File: config.mk
export PLATFORM = sky130hd
export DESIGN_NAME = buffered_router
export DESIGN_NICKNAME = d
export VERILOG_FILES = /design/src/rtl/buffered_router.sv
export SDC_FILE = /design/constraint.sdc
export NUM_CORES = 1
export LEC_CHECK = 0
export BUFFER_PORTS_ARGS = -buffer_cell sky130_fd_sc_hd__buf_2
export CAP_MARGIN = 20
export CORE_MARGIN = 2
export CORE_UTILIZATION = 41
export CTS_CLUSTER_DIAMETER = 100
export DETAILED_ROUTE_END_ITERATION = 6
export GPL_TIMING_DRIVEN = 1
export HOLD_SLACK_MARGIN = 0.03
export PLACE_DENSITY_LB_ADDON = 0.25
export SYNTH_ARGS = -nofsm -noshare
export SYNTH_HDL_FRONTEND = slang
export SYNTH_SLANG_ARGS = --single-unit
File: constraint.sdc
create_clock -name clk -period 2.33 [get_ports clk]
set_input_delay 0.233 -clock clk [delete_from_list [all_inputs] [get_ports clk]]
set_output_delay 0.233 -clock clk [all_outputs]
set_load 0.005 [all_outputs]
File: src/rtl/buffered_router.sv
// Routes din to one of NUM_PORTS per-channel FIFOs; head word visible one cycle after accept.
// din_ready drops when the addressed FIFO is full; BUFFERED_ROUTER_DROP_EN instead drops and counts.
module buffered_router #(
    parameter int DATA_WIDTH = 32,
    parameter int NUM_PORTS  = 4,
    parameter int FIFO_DEPTH = 4
) (
    input  logic                                        clk,
    input  logic                                        reset,
    input  logic [DATA_WIDTH-1:0]                       din,
    input  logic                                        din_valid,
    input  logic [$clog2(NUM_PORTS)-1:0]                din_addr,
    output logic                                        din_ready,
    output logic [NUM_PORTS*DATA_WIDTH-1:0]             dout,
    output logic [NUM_PORTS-1:0]                        dout_valid,
    input  logic [NUM_PORTS-1:0]                        dout_ready,
    output logic [NUM_PORTS*($clog2(FIFO_DEPTH)+1)-1:0] occupancy
`ifdef BUFFERED_ROUTER_DROP_EN
    ,
    output logic [15:0]                                 drop_cnt
`endif
);

    localparam int AW = $clog2(NUM_PORTS);
    localparam int PW = $clog2(FIFO_DEPTH);
    localparam int OW = PW + 1;

    logic [NUM_PORTS-1:0] w_full;
    logic                 w_dest_full;
    logic                 w_push_en;

    // Fullness is judged before any same-cycle pop, so a full FIFO never takes a word.
    assign w_dest_full = w_full[din_addr];

`ifdef BUFFERED_ROUTER_DROP_EN
    logic        w_drop;
    logic [15:0] r_drop_cnt;

    assign din_ready = 1'b1;
    assign w_push_en = din_valid && !w_dest_full;
    assign w_drop    = din_valid && w_dest_full;
    assign drop_cnt  = r_drop_cnt;

    always_ff @(posedge clk) begin
        if (reset) begin
            r_drop_cnt <= '0;
        end else if (w_drop && (r_drop_cnt != 16'hFFFF)) begin
            r_drop_cnt <= r_drop_cnt + 16'd1;
        end
    end
`else
    assign din_ready = !w_dest_full;
    assign w_push_en = din_valid && din_ready;
`endif

    for (genvar k = 0; k < NUM_PORTS; k++) begin : g_ch
        logic [DATA_WIDTH-1:0] r_mem [FIFO_DEPTH];
        logic [PW-1:0]         r_wptr;
        logic [PW-1:0]         r_rptr;
        logic [OW-1:0]         r_cnt;
        logic                  w_push;
        logic                  w_pop;
        logic                  w_empty;

        assign w_empty   = (r_cnt == '0);
        assign w_full[k] = (r_cnt == OW'(FIFO_DEPTH));
        assign w_push    = w_push_en && (din_addr == AW'(k));
        assign w_pop     = !w_empty && dout_ready[k];

        // Storage is deliberately left unreset; the empty mask on dout hides stale words.
        always_ff @(posedge clk) begin
            if (w_push && !reset) begin
                r_mem[r_wptr] <= din;
            end
        end

        always_ff @(posedge clk) begin
            if (reset) begin
                r_wptr <= '0;
                r_rptr <= '0;
                r_cnt  <= '0;
            end else begin
                if (w_push) begin
                    r_wptr <= r_wptr + PW'(1);
                end
                if (w_pop) begin
                    r_rptr <= r_rptr + PW'(1);
                end
                if (w_push && !w_pop) begin
                    r_cnt <= r_cnt + OW'(1);
                end else if (w_pop && !w_push) begin
                    r_cnt <= r_cnt - OW'(1);
                end
            end
        end

        assign dout_valid[k]                    = !w_empty;
        assign dout[k*DATA_WIDTH +: DATA_WIDTH] = w_empty ? '0 : r_mem[r_rptr];
        assign occupancy[k*OW +: OW]            = r_cnt;
    end

endmodule

# Word level (Yosys, flattened, before mapping)
# Memories as Yosys holds them, arrays and structs flattened. A register that Yosys moved wholly into a read port is not among the register bits.
# Index checks and enable logic that the tools add are counted.
[op_classes]
eq_ne = 7
order_cmp = 1
mux = 30
reduce_logical = 44
n_addsub = 16
[op_table]
columns = ["operator", "n"]
rows = [
  ["32-bit 2-to-1 mux", 4],
  ["3-bit 2-to-1 mux", 8],
  ["1-bit logical AND", 21],
  ["2-bit by 1-bit adder with 2-bit output (second input constant)", 8],
  ["2-bit 2-to-1 mux", 8],
  ["1-bit zero test", 14],
  ["3-bit by 1-bit adder with 3-bit output (second input constant)", 4],
  ["3-bit equality test (second input constant)", 4],
  ["3-bit zero test", 4],
  ["3-bit by 1-bit subtractor with 3-bit output (second input constant)", 4],
  ["1-bit 2-to-1 mux", 9],
  ["2-bit nonzero test", 4],
  ["2-bit equality test (second input constant)", 2],
  ["2-bit by 3-bit < comparator with 1-bit output (second input constant)", 1],
  ["1-bit binary-select mux with 2-bit select", 1],
  ["2-bit by 1-bit equality test with 1-bit output (second input constant)", 1],
  ["2-bit zero test", 1],
]
[word_totals]
inputBits = 41
mem_bits_rw = 512
n_memories = 4
out_inout_bits = 145
wordCells = 114
ff_bits = 28
[mem_list]
columns = ["name", "depth", "word_bits", "read_ports", "rd_ports_with_merged_regs", "wr", "line_no", "text"]
rows = [
  ["g_ch[0].r_mem", 4, 32, 1, 1, 1, "57", "logic [DATA_WIDTH-1:0] r_mem [FIFO_DEPTH];"],
  ["g_ch[1].r_mem", 4, 32, 1, 1, 1, "57", ""],
  ["g_ch[2].r_mem", 4, 32, 1, 1, 1, "57", ""],
  ["g_ch[3].r_mem", 4, 32, 1, 1, 1, "57", ""],
]

# Logic depth before layout (Yosys ltp)
# Gate-level depths: netlist of run 1.
[depth]
ltp_word = 10
ltp_mapped = 9
ltp_nobuf = 8

# Least setup slack after synthesis of run 1
# Ideal clock, no wire load.
[synth_timing]
kind = "reg2reg"
start = "reg g_ch[2].r_cnt[0]"
end = "reg g_ch[2].r_cnt[2]"
required_time_ps = 2260
setup_ps = 70
period_less_slack_ps = 2122
stages_incl_launch_ff = 9
path_buffers = 0
arrival_time_ps = 2052
slack_ps = 208
path_cell_list = "dfxtp_1 > nor3b_1 > nor3b_2 > ha_1 > inv_1 > fa_1 > xor2_1 > or3_1 > a21oi_1"
[synth_via]
elab_chain_cells = 9
elab_cells_between_ends = 18
cone_classes = "add/sub (2); eq/ne (1); mux (4); reduce/logical (11)"
[synth_lines]
columns = ["element", "line_no", "text"]
rows = [
  ["start, declared", "60", "logic [OW-1:0] r_cnt;"],
  ["start signal, assigned", "90", "r_cnt <= r_cnt + OW'(1);"],
  ["start signal, assigned", "92", "r_cnt <= r_cnt - OW'(1);"],
  ["3-bit equality test (*)", "66", "assign w_full[k] = (r_cnt == OW'(FIFO_DEPTH));"],
  ["1-bit binary-select mux with 2-bit select (*)", "33", "assign w_dest_full = w_full[din_addr];"],
  ["1-bit 2-to-1 mux (not written as such) (*)", "33", ""],
  ["1-bit zero test (*)", "52", "assign din_ready = !w_dest_full;"],
  ["1-bit logical AND (*)", "53", "assign w_push_en = din_valid && din_ready;"],
  ["1-bit logical AND (*)", "67", "assign w_push = w_push_en && (din_addr == AW'(k));"],
  ["net g_ch[2].w_push", "61", "logic w_push;"],
  ["1-bit zero test", "91", "end else if (w_pop && !w_push) begin"],
  ["1-bit logical AND", "91", ""],
  ["2-bit nonzero test (no source line)", "-", ""],
]
# The timed path passes the listed nets; every way through them passes the cells marked *. The select of a mux whose other input is x is not followed.
# A chain may end at the register's enable or synchronous reset.

==> flow_summary.yaml, run 1 <==
critical_path:
  crit_chain: "buf_12 -> buf_16 -> mux4_2 -> nor2b_4 -> buf_2"
  crit_family: "multiplexers"
  reg2reg_from: "g_ch[3].r_cnt[1]"
  cp.required_ns: 2.10
  path_buf_inv: 3
  critPathMaxFanout: 8
  cp.arrival_ns: 2.12
  critPathMaxStageDelay_ns: 0.52
  path_class: "flop to output pin"
  worst-r2r-cell-count: 7
  r2r-end: "g_ch[3].r_cnt[2]"
  cp.depth: 5
  end_kind: "output pin"
  worst_path_max_delay_cell: "mux4_2"
  start_kind: "flop"
  reg2reg_slack_ns: 0.13
synthesis:
  async_flop_share: 0
  synth_fp_nets: 1081
  syn-cell-area_mm2: 0.0213
  synthDistinctLibCells: 32
  synth_largest_area_cell: "edfxtp_1"
  synthTopCellsByArea: "edfxtp_1 72%, mux4_2 13%, nor2b_1 3.5%"
  ys_seq_elements: 548
  synth-seq-area-share: 0.754
  synth_warnings: 0
  syn_inst: 1016
  ys.flop_type: "edfxtp_1"
  syn_area_per_cell_um2: 21.0
  yosysTopAreaCellShare: 0.720
  synth_edf_count: 512
timing:
  tightest_slew_ns: 0.461
  maxSlewViolCount: 0
  period_share: 1.01
  worst_slack_ns: -0.0249
  period_needed_ns: 2.35
  slew_headroom: 0.692
  fmax_mhz: 425
  hold_viol: 0
  rsz0062_at_grt: "yes"
  finClkSkew_ns: 0.0163
  hold_slack_ns: 0.0529
  finalSetupViolations: 10
  fin_tns_setup_ns: -0.134
global_routing:
  grt_pass1_vias: 11100
  grt_pass1_wl_mm: 73.0
  grt_max_degree: 36
  grt_usage: 0.189
  antenna_found_initial: 1
  grt-ovfl-total: 0
die:
  initial_utilization: 0.415
  die_h_um: 232
  core_area_mm2: 0.0514
  rows: 83
  die_x_um: 232
  ios: 186
  die_area_mm2: 0.0539
drt:
  post_drt_wl_per_cell_um: 25.1
  vias_per_cell: 5.28
  first_iter_violations: 850
  num_vias: 10800
  postRouteAntennaNets: 0
  drt_pre_antenna_iters: 5
  wirelength_mm: 51.1
  drc: 0
place:
  hpwl_mm: 28.6
  gp_congestion: 0.757
  portBuffers: 185
  dpl_cell_area_mm2: 0.0235
finish:
  drive_above_1_share: 0.408
  fillers: 4141
  stdcell_area_mm2: 0.0266
  final_cell_mix: "512 x edfxtp_1, 181 x buf_2, 129 x mux4_2, 66 x nor2b_1, 57 x clkbuf_16"
  area_delta_synth_final_pct: 24.7
  register_area_mm2: 0.0161
  final_nets: 1375
  multi_input_comb_area_mm2: 0.00531
  antenna_cells: 0
  final_common_cell: "edfxtp_1"
worst_hold_path:
  worstHoldPathType: "primary input to flop"
  min_from: "din[19]"
  hold_depth: 1
  min_to: "g_ch[0].r_mem[2][19]"
clocking:
  root_buffer: "clkbuf_16"
  cts_made_buffers: 54
  clock_path_buffers: 3
  cts_tree: "done"
  path_clk_slew_ns: 0.06
  clkLatencyLatePin_ns: 0.61
  clkSinkCount: 548
  htreeDepth: 2
run_status:
  status: "finished with violations"
  violations: "setup timing"
job:
  drv_cap: 0
power:
  p_leak_nw: 9.18
  peakVddDrop_uv: 617
  powerDensity_mw_per_mm2: 1010
  power_mw: 26.8
## worst max-delay path by stage
stage	from	to	slack [ns]
floorplan	g_ch[2].r_cnt[0]	g_ch[2].r_cnt[2]	0.21
global placement	din_addr[1]	g_ch[3].r_cnt[2]	0.21
detailed placement	din_addr[1]	g_ch[3].r_cnt[2]	0.09
CTS	flop	dout[61]	-0.11
global route	flop	dout[76]	-0.09
finish	flop	dout[30]	-0.02
## through the flow
stage	setup slack, ns	util	instances
4_1_cts	-0.108	0.510	2030
3_3_place_gp	0.207	0.458	1885
2_1_floorplan	0.208	-	1016
3_5_place_dp	0.0942	0.458	1885
5_1_grt	-0.0917	0.518	2036
6_report	-0.0249	0.518	2036
## report_power, final
part / internal [mW] / switching, mW
logic: 3.01 / 3.10
registers: 11.0 / 0.246
clock network: 5.72 / 3.74
total: 19.7 / 7.09
## repair_timing
action	in CTS	in global routing
hold endpoints to repair	460	0
endpoints found under the setup margin	112	124
cloned	7	3
resized for setup	55	84
pin swaps	0	0
hold buffers	33	0
buffers inserted	3	5
## layout make-up
cell class / count / share of cell area
Inverter: 17 / 0.00240
Tap cell: 680 / 0.0320
Clock buffer: 61 / 0.0518
Clock inverter: 41 / 0.0212
Multi-Input combinational cell: 406 / 0.200
Sequential cell: 548 / 0.606
Timing Repair Buffer: 283 / 0.0871
## cells in the mapped netlist (all sizes together) (7+ instances only)
cell type and n:
nor2 24, xor2 12, nand2b 7, or3 9, nor2b 121, and3 16
o31ai 8, o21ai 9, mux4 129, a21oi 11, dfxtp 36, and2b 8
edfxtp 512, buf 32, clkbuf 13, ha 20, inv 17
## routing by layer
metal / routed length, um / up-vias / global-route usage
met1: 22100 / 5745 / 0.257
met5: 0 / - / 0
met3: 2590 / 61 / 0.0332
li1: - / 4660 / -
met2: 25700 / 285 / 0.321
met4: 793 / 0 / 0.0381
## logic make-up after synthesis
| family | count (synthesis) | synth area share |
|---|---|---|
| compound gates | 28 | 0.00750 |
| flops | 548 | 0.754 |
| mux | 136 | 0.140 |
| simple gates | 206 | 0.0596 |
| fa+ha+maj | 24 | 0.0155 |
| buf+inv | 62 | 0.0186 |
| xor+xnor | 12 | 0.00492 |
## registers in the layout, summed over array words and instances, names as in the netlist, named ones only
| signal | count |
|---|---|
| g_ch.r_rptr | 8 |
| g_ch.r_cnt | 12 |
| g_ch.r_wptr | 8 |
| g_ch.r_mem | 512 |
(Power assumes the default switching activity.)
==> run 2, diff against run 1 <==
- RECOVER_POWER: default -> 50
==> run 2 against run 1 <==
Effect of this change: the flow still finishes with violations (setup timing); sequential share of layout area is 0.21 points higher; utilization fell by 0.18 points; global-route usage unchanged; clock power about the same; worst hold slack improved by 0.023 ns; maximum frequency hardly changed; combinational power down 0.8%; flip-flop and latch count stayed put; non-clock buffer count unchanged; critical endpoint unchanged; largest power group unchanged.
==> flow_summary.yaml, run 2 (synthesized netlist as in run 1, its figures left out) <==
power:
  switching_share: 0.265
  powerDensity_mw_per_mm2: 1010
  power_mw: 26.7
  p_clk_frac: 0.353
  pwr-share-comb: 0.227
  power.sequential.fraction: 0.420
  switching_power_mw: 7.08
  peakVddDrop_uv: 618
  p_leak_nw: 9.05
  internal-power_mw: 19.7
critical_path:
  critPathMaxStageDelay_ns: 0.52
  end_kind: "output pin"
  cp.required_ns: 2.10
  path_class: "flop to output pin"
  critPathMaxFanout: 8
  path_buf_inv: 3
  start_kind: "flop"
  crit_chain: "buf_12 -> buf_16 -> mux4_2 -> nor2b_4 -> buf_2"
  worst_path_max_delay_cell: "mux4_2"
  crit_family: "multiplexers"
  cp.arrival_ns: 2.12
drt:
  drc: 0
  postRouteAntennaNets: 0
  highest_layer: "met4"
  drt_pre_antenna_iters: 4
  num_vias: 10800
  wirelength_mm: 51.1
  drt-met1-wl_mm: 22.1
  wl_met3_mm: 2.59
  post_drt_wl_per_cell_um: 25.1
  first_iter_violations: 875
  vias_per_cell: 5.31
  wl_met2_mm: 25.6
clocking:
  htreeDepth: 2
  root_buffer: "clkbuf_16"
  clkLatencyLatePin_ns: 0.61
  cts_tree: "done"
  cts_made_buffers: 54
  clock_path_buffers: 3
  clkSinkCount: 548
  path_clk_slew_ns: 0.06
global_routing:
  grt_pass1_wl_mm: 73.0
  grt_pass1_vias: 11100
  grt_max_degree: 36
  grt-ovfl-total: 0
  antenna_found_initial: 1
  grt_usage: 0.189
timing:
  rsz0062_at_grt: "yes"
  finClkSkew_ns: 0.0161
  finalSetupViolations: 12
  period_needed_ns: 2.35
  maxSlewViolCount: 0
  fmax_mhz: 425
  hold_viol: 0
  tightest_slew_ns: 0.901
  fin_tns_setup_ns: -0.122
  period_share: 1.01
  worst_slack_ns: -0.0239
  slew_headroom: 0.399
  hold_slack_ns: 0.0755
finish:
  reg_top3: "g_ch.r_mem x512, g_ch.r_cnt x12"
  final_cell_mix: "512 x edfxtp_1, 146 x buf_2, 129 x mux4_2, 66 x nor2b_1, 57 x clkbuf_16"
  largest_register_ffs: 512
  antenna_cells: 0
  final_util: 0.516
  area_delta_synth_final_pct: 24.2
  stdcell_area_mm2: 0.0265
  fin_cells: 2036
  regMostFlops: "g_ch.r_mem"
  final_common_cell: "edfxtp_1"
  final_nets: 1375
  drive_above_1_share: 0.374
place:
  dp.cells: 1885
  hpwl_mm: 28.6
  gp_congestion: 0.757
  dpl_cell_area_mm2: 0.0235
  portBuffers: 185
  dpl_worst_slack_ns: 0.0942
job:
  drv_cap: 0
die:
  initial_utilization: 0.415
  die_h_um: 232
  die_area_mm2: 0.0539
  core_area_mm2: 0.0514
  ios: 186
  die_x_um: 232
  rows: 83
run_status:
  violations: "setup timing"
  status: "finished with violations"
worst_hold_path:
  worstHoldPathType: "primary input to flop"
[run 2: cell types whose count changed in the layout (fill, tap and decap cells not counted)]
cell | previous run | this run
clkbuf_1 | 7 | 49
nor3b_1 | 2 | 3
nor3b_2 | 3 | 2
dfxtp_2 | 3 | 2
buf_2 | 181 | 146
nor3_1 | 0 | 1
o31ai_1 | 7 | 8
dfxtp_1 | 27 | 28
nor3_4 | 4 | 3
o31ai_2 | 1 | 0
buf_4 | 26 | 19
[run 2: worst paths after layout]
| path | from | to | slack (ns) | cells after the start |
|---|---|---|---|---|
| setup / recovery | flop | dout[30] | -0.02 | 5 |
| hold / removal | din_valid | g_ch[0].r_wptr[0] | 0.08 | 4 |
| setup reg to reg | g_ch[2].r_cnt[2] | g_ch[2].r_cnt[2] | 0.09 | 8 |
| hold reg to reg | g_ch[0].r_rptr[1] | flop | 0.49 | 2 |
[run 2: timing repair]
action                                  CTS  global route
endpoints found under the setup margin  112           124
gates cloned                              7             3
resized for setup                        55            84
buffers inserted                          3             5
endpoints found under the hold margin   460             0
hold buffers                             33             0
[run 2: final cells by class]
type                    count  area [um2]
clock inverters            41         564
clock buffers              61        1380
well taps                 680         851
inverters                  17        63.8
fillers                  4169       24900
flip-flops and latches    548       16100
repair buffers            283        2250
multi-input cells         406        5290
[run 2: worst reg2reg max path, cell delays in order (launching register included)]
cell	delay, ns
dfxtp_1	0.36
nor3b_1	0.19
nor3b_1	0.29
ha_1	0.25
inv_1	0.07
fa_1	0.38
xor2_1	0.18
or3_1	0.31
a21oi_1	0.14
[run 2: layer usage]
layer | vias to the layer above | GRT usage
li1 | 4662 | -
met1 | 5818 | 0.257
met2 | 268 | 0.321
met3 | 61 | 0.0332
met4 | 0 | 0.0381
met5 | - | 0
[run 2: power groups by stage]
stage / clock network, mW / logic (mW) / registers, mW
after global routing: 10.0 / 6.55 / 11.3
final: 9.45 / 6.06 / 11.2
after floorplan: 0 / 2.82 / 11.3
after detailed placement: 0 / 5.17 / 11.4
after global placement: 0 / 5.12 / 11.4
after CTS: 9.62 / 5.72 / 11.2
==> run 3, diff against run 2 <==
- CTS_BUF_LIST: default -> sky130_fd_sc_hd__clkbuf_4 sky130_fd_sc_hd__clkbuf_8 sky130_fd_sc_hd__clkbuf_16
==> run 3 against run 2 <==
Effect of this change: the flow still finishes with violations (setup timing); sequential power about the same; flip-flop and latch count did not move; worst hold slack improved by 0.0011 ns; non-clock buffer count did not move; maximum frequency up 0.14%; largest cell class unchanged.
==> flow_summary.yaml, run 3 (synthesized netlist as in run 1, its figures left out) <==
run_status:
  status: "finished with violations"
  violations: "setup timing"
drt:
  first_iter_violations: 910
  vias_per_cell: 5.30
  postRouteAntennaNets: 0
  drt_pre_antenna_iters: 5
  drc: 0
  post_drt_wl_per_cell_um: 25.1
  wirelength_mm: 51.1
  num_vias: 10800
timing:
  period_share: 1.01
  fmax_mhz: 425
  maxSlewViolCount: 0
  tightest_slew_ns: 0.885
  period_needed_ns: 2.35
  worst_slack_ns: -0.0205
  hold_viol: 0
  finalSetupViolations: 13
  slew_headroom: 0.410
  fin_tns_setup_ns: -0.0986
  rsz0062_at_grt: "yes"
  finClkSkew_ns: 0.0200
critical_path:
  worst_path_max_delay_cell: "mux4_2"
  crit_chain: "buf_12 -> buf_16 -> mux4_2 -> nor2b_4 -> buf_2"
  start_kind: "flop"
  reg2reg_from: "g_ch[2].r_cnt[2]"
  reg2reg_slack_ns: 0.10
  path_class: "flop to output pin"
  critPathMaxStageDelay_ns: 0.52
  worst-r2r-cell-count: 8
  cp.arrival_ns: 2.12
  r2r-end: "g_ch[2].r_cnt[2]"
  end_kind: "output pin"
  cp.required_ns: 2.10
  critPathMaxFanout: 8
global_routing:
  antenna_found_initial: 1
  grt_pass1_wl_mm: 73.0
  grt_usage: 0.189
  grt_pass1_vias: 11100
  grt-ovfl-total: 0
  grt_max_degree: 36
power:
  switching_power_mw: 7.09
  power_mw: 26.8
  peakVddDrop_uv: 615
  pwr-share-comb: 0.226
  powerDensity_mw_per_mm2: 1010
  p_clk_frac: 0.355
  internal-power_mw: 19.8
  p_leak_nw: 9.07
  power.sequential.fraction: 0.418
  switching_share: 0.264
die:
  die_h_um: 232
  die_area_mm2: 0.0539
  core_area_mm2: 0.0514
  rows: 83
  initial_utilization: 0.415
  ios: 186
  die_x_um: 232
job:
  drv_cap: 0
finish:
  stdcell_area_mm2: 0.0265
  drive_above_1_share: 0.380
  regMostFlops: "g_ch.r_mem"
  reg_top3: "g_ch.r_mem x512, g_ch.r_cnt x12"
  final_util: 0.516
  final_nets: 1375
  antenna_cells: 0
  largest_register_ffs: 512
  final_cell_mix: "512 x edfxtp_1, 146 x buf_2, 129 x mux4_2, 66 x nor2b_1, 57 x clkbuf_16"
  final_common_cell: "edfxtp_1"
  area_delta_synth_final_pct: 24.4
  fin_cells: 2036
clocking:
  cts_tree: "done"
  clock_path_buffers: 3
  htreeDepth: 2
  clkLatencyLatePin_ns: 0.61
  cts_made_buffers: 54
  path_clk_slew_ns: 0.06
  root_buffer: "clkbuf_16"
  clkSinkCount: 548
place:
  hpwl_mm: 28.6
  dp.cells: 1885
  dpl_cell_area_mm2: 0.0235
  gp_congestion: 0.757
  portBuffers: 185
worst_hold_path:
  min_from: "din_valid"
  hold_depth: 4
  min_to: "g_ch[0].r_wptr[0]"
  worstHoldPathType: "primary input to flop"
-- run 3: cell count changes in the layout (fill, tap and decap cells not counted), sizes merged --
cell / before / now
buf: 205 / 206
clkbuf: 106 / 105
-- run 3: worst max-delay path by stage --
stage | endpoint | cells past startpoint | slack [ns] | from
6_report | dout[30] | 5 | -0.02 | flop
5_1_grt | dout[76] | 4 | -0.09 | flop
4_1_cts | dout[61] | 4 | -0.11 | flop
3_5_place_dp | g_ch[3].r_cnt[2] | 9 | 0.09 | din_addr[1]
3_3_place_gp | g_ch[3].r_cnt[2] | 9 | 0.21 | din_addr[1]
2_1_floorplan | g_ch[2].r_cnt[2] | 8 | 0.21 | g_ch[2].r_cnt[0]
-- run 3: timing repair --
item                                   in CTS  in global routing
gates cloned                                7                  3
resized for setup                          55                 84
setup endpoints to repair                 112                124
hold buffers                               33                  0
endpoints found under the hold margin     455                  0
setup buffers                               3                  5
pin swaps                                   0                  0
-- run 3: metrics by stage --
step / hold slack [ns] / setup slack [ns]
2_1_floorplan: 0.332 / 0.208
3_3_place_gp: 0.462 / 0.207
3_5_place_dp: 0.476 / 0.0942
4_1_cts: 0.0336 / -0.109
5_1_grt: 0.0719 / -0.0914
6_report: 0.0766 / -0.0205
-- run 3: layer usage --
layer	routed length, um	GRT usage
met1	22200	0.258
met2	25600	0.320
met3	2620	0.0332
met4	765	0.0381
met5	0	0
-- run 3: critical path: cells and delay by family (launching register included) --
| kind | cells | cell delay (ns) |
|---|---|---|
| buffers and inverters | 3 | 0.44 |
| DFF | 1 | 0.42 |
| muxes | 1 | 0.52 |
| and+or+nand+nor | 1 | 0.14 |
-- run 3: area by class of cell --
| class | instances | area, um2 |
|---|---|---|
| Clock buffer | 61 | 1400 |
| Clock inverter | 41 | 564 |
| Fill cell | 4160 | 24900 |
| Inverter | 17 | 63.8 |
| Multi-Input combinational cell | 406 | 5290 |
| Sequential cell | 548 | 16100 |
| Tap cell | 680 | 851 |
| Timing Repair Buffer | 283 | 2250 |
-- run 3: power by group through the flow --
| stage | Sequential [mW] | Combinational, mW | Clock, mW |
|---|---|---|---|
| 2_1_floorplan | 11.3 | 2.82 | 0 |
| 3_3_place_gp | 11.4 | 5.12 | 0 |
| 3_5_place_dp | 11.4 | 5.17 | 0 |
| 4_1_cts | 11.2 | 5.72 | 9.70 |
| 5_1_grt | 11.3 | 6.55 | 10.1 |
| 6_report | 11.2 | 6.07 | 9.54 |
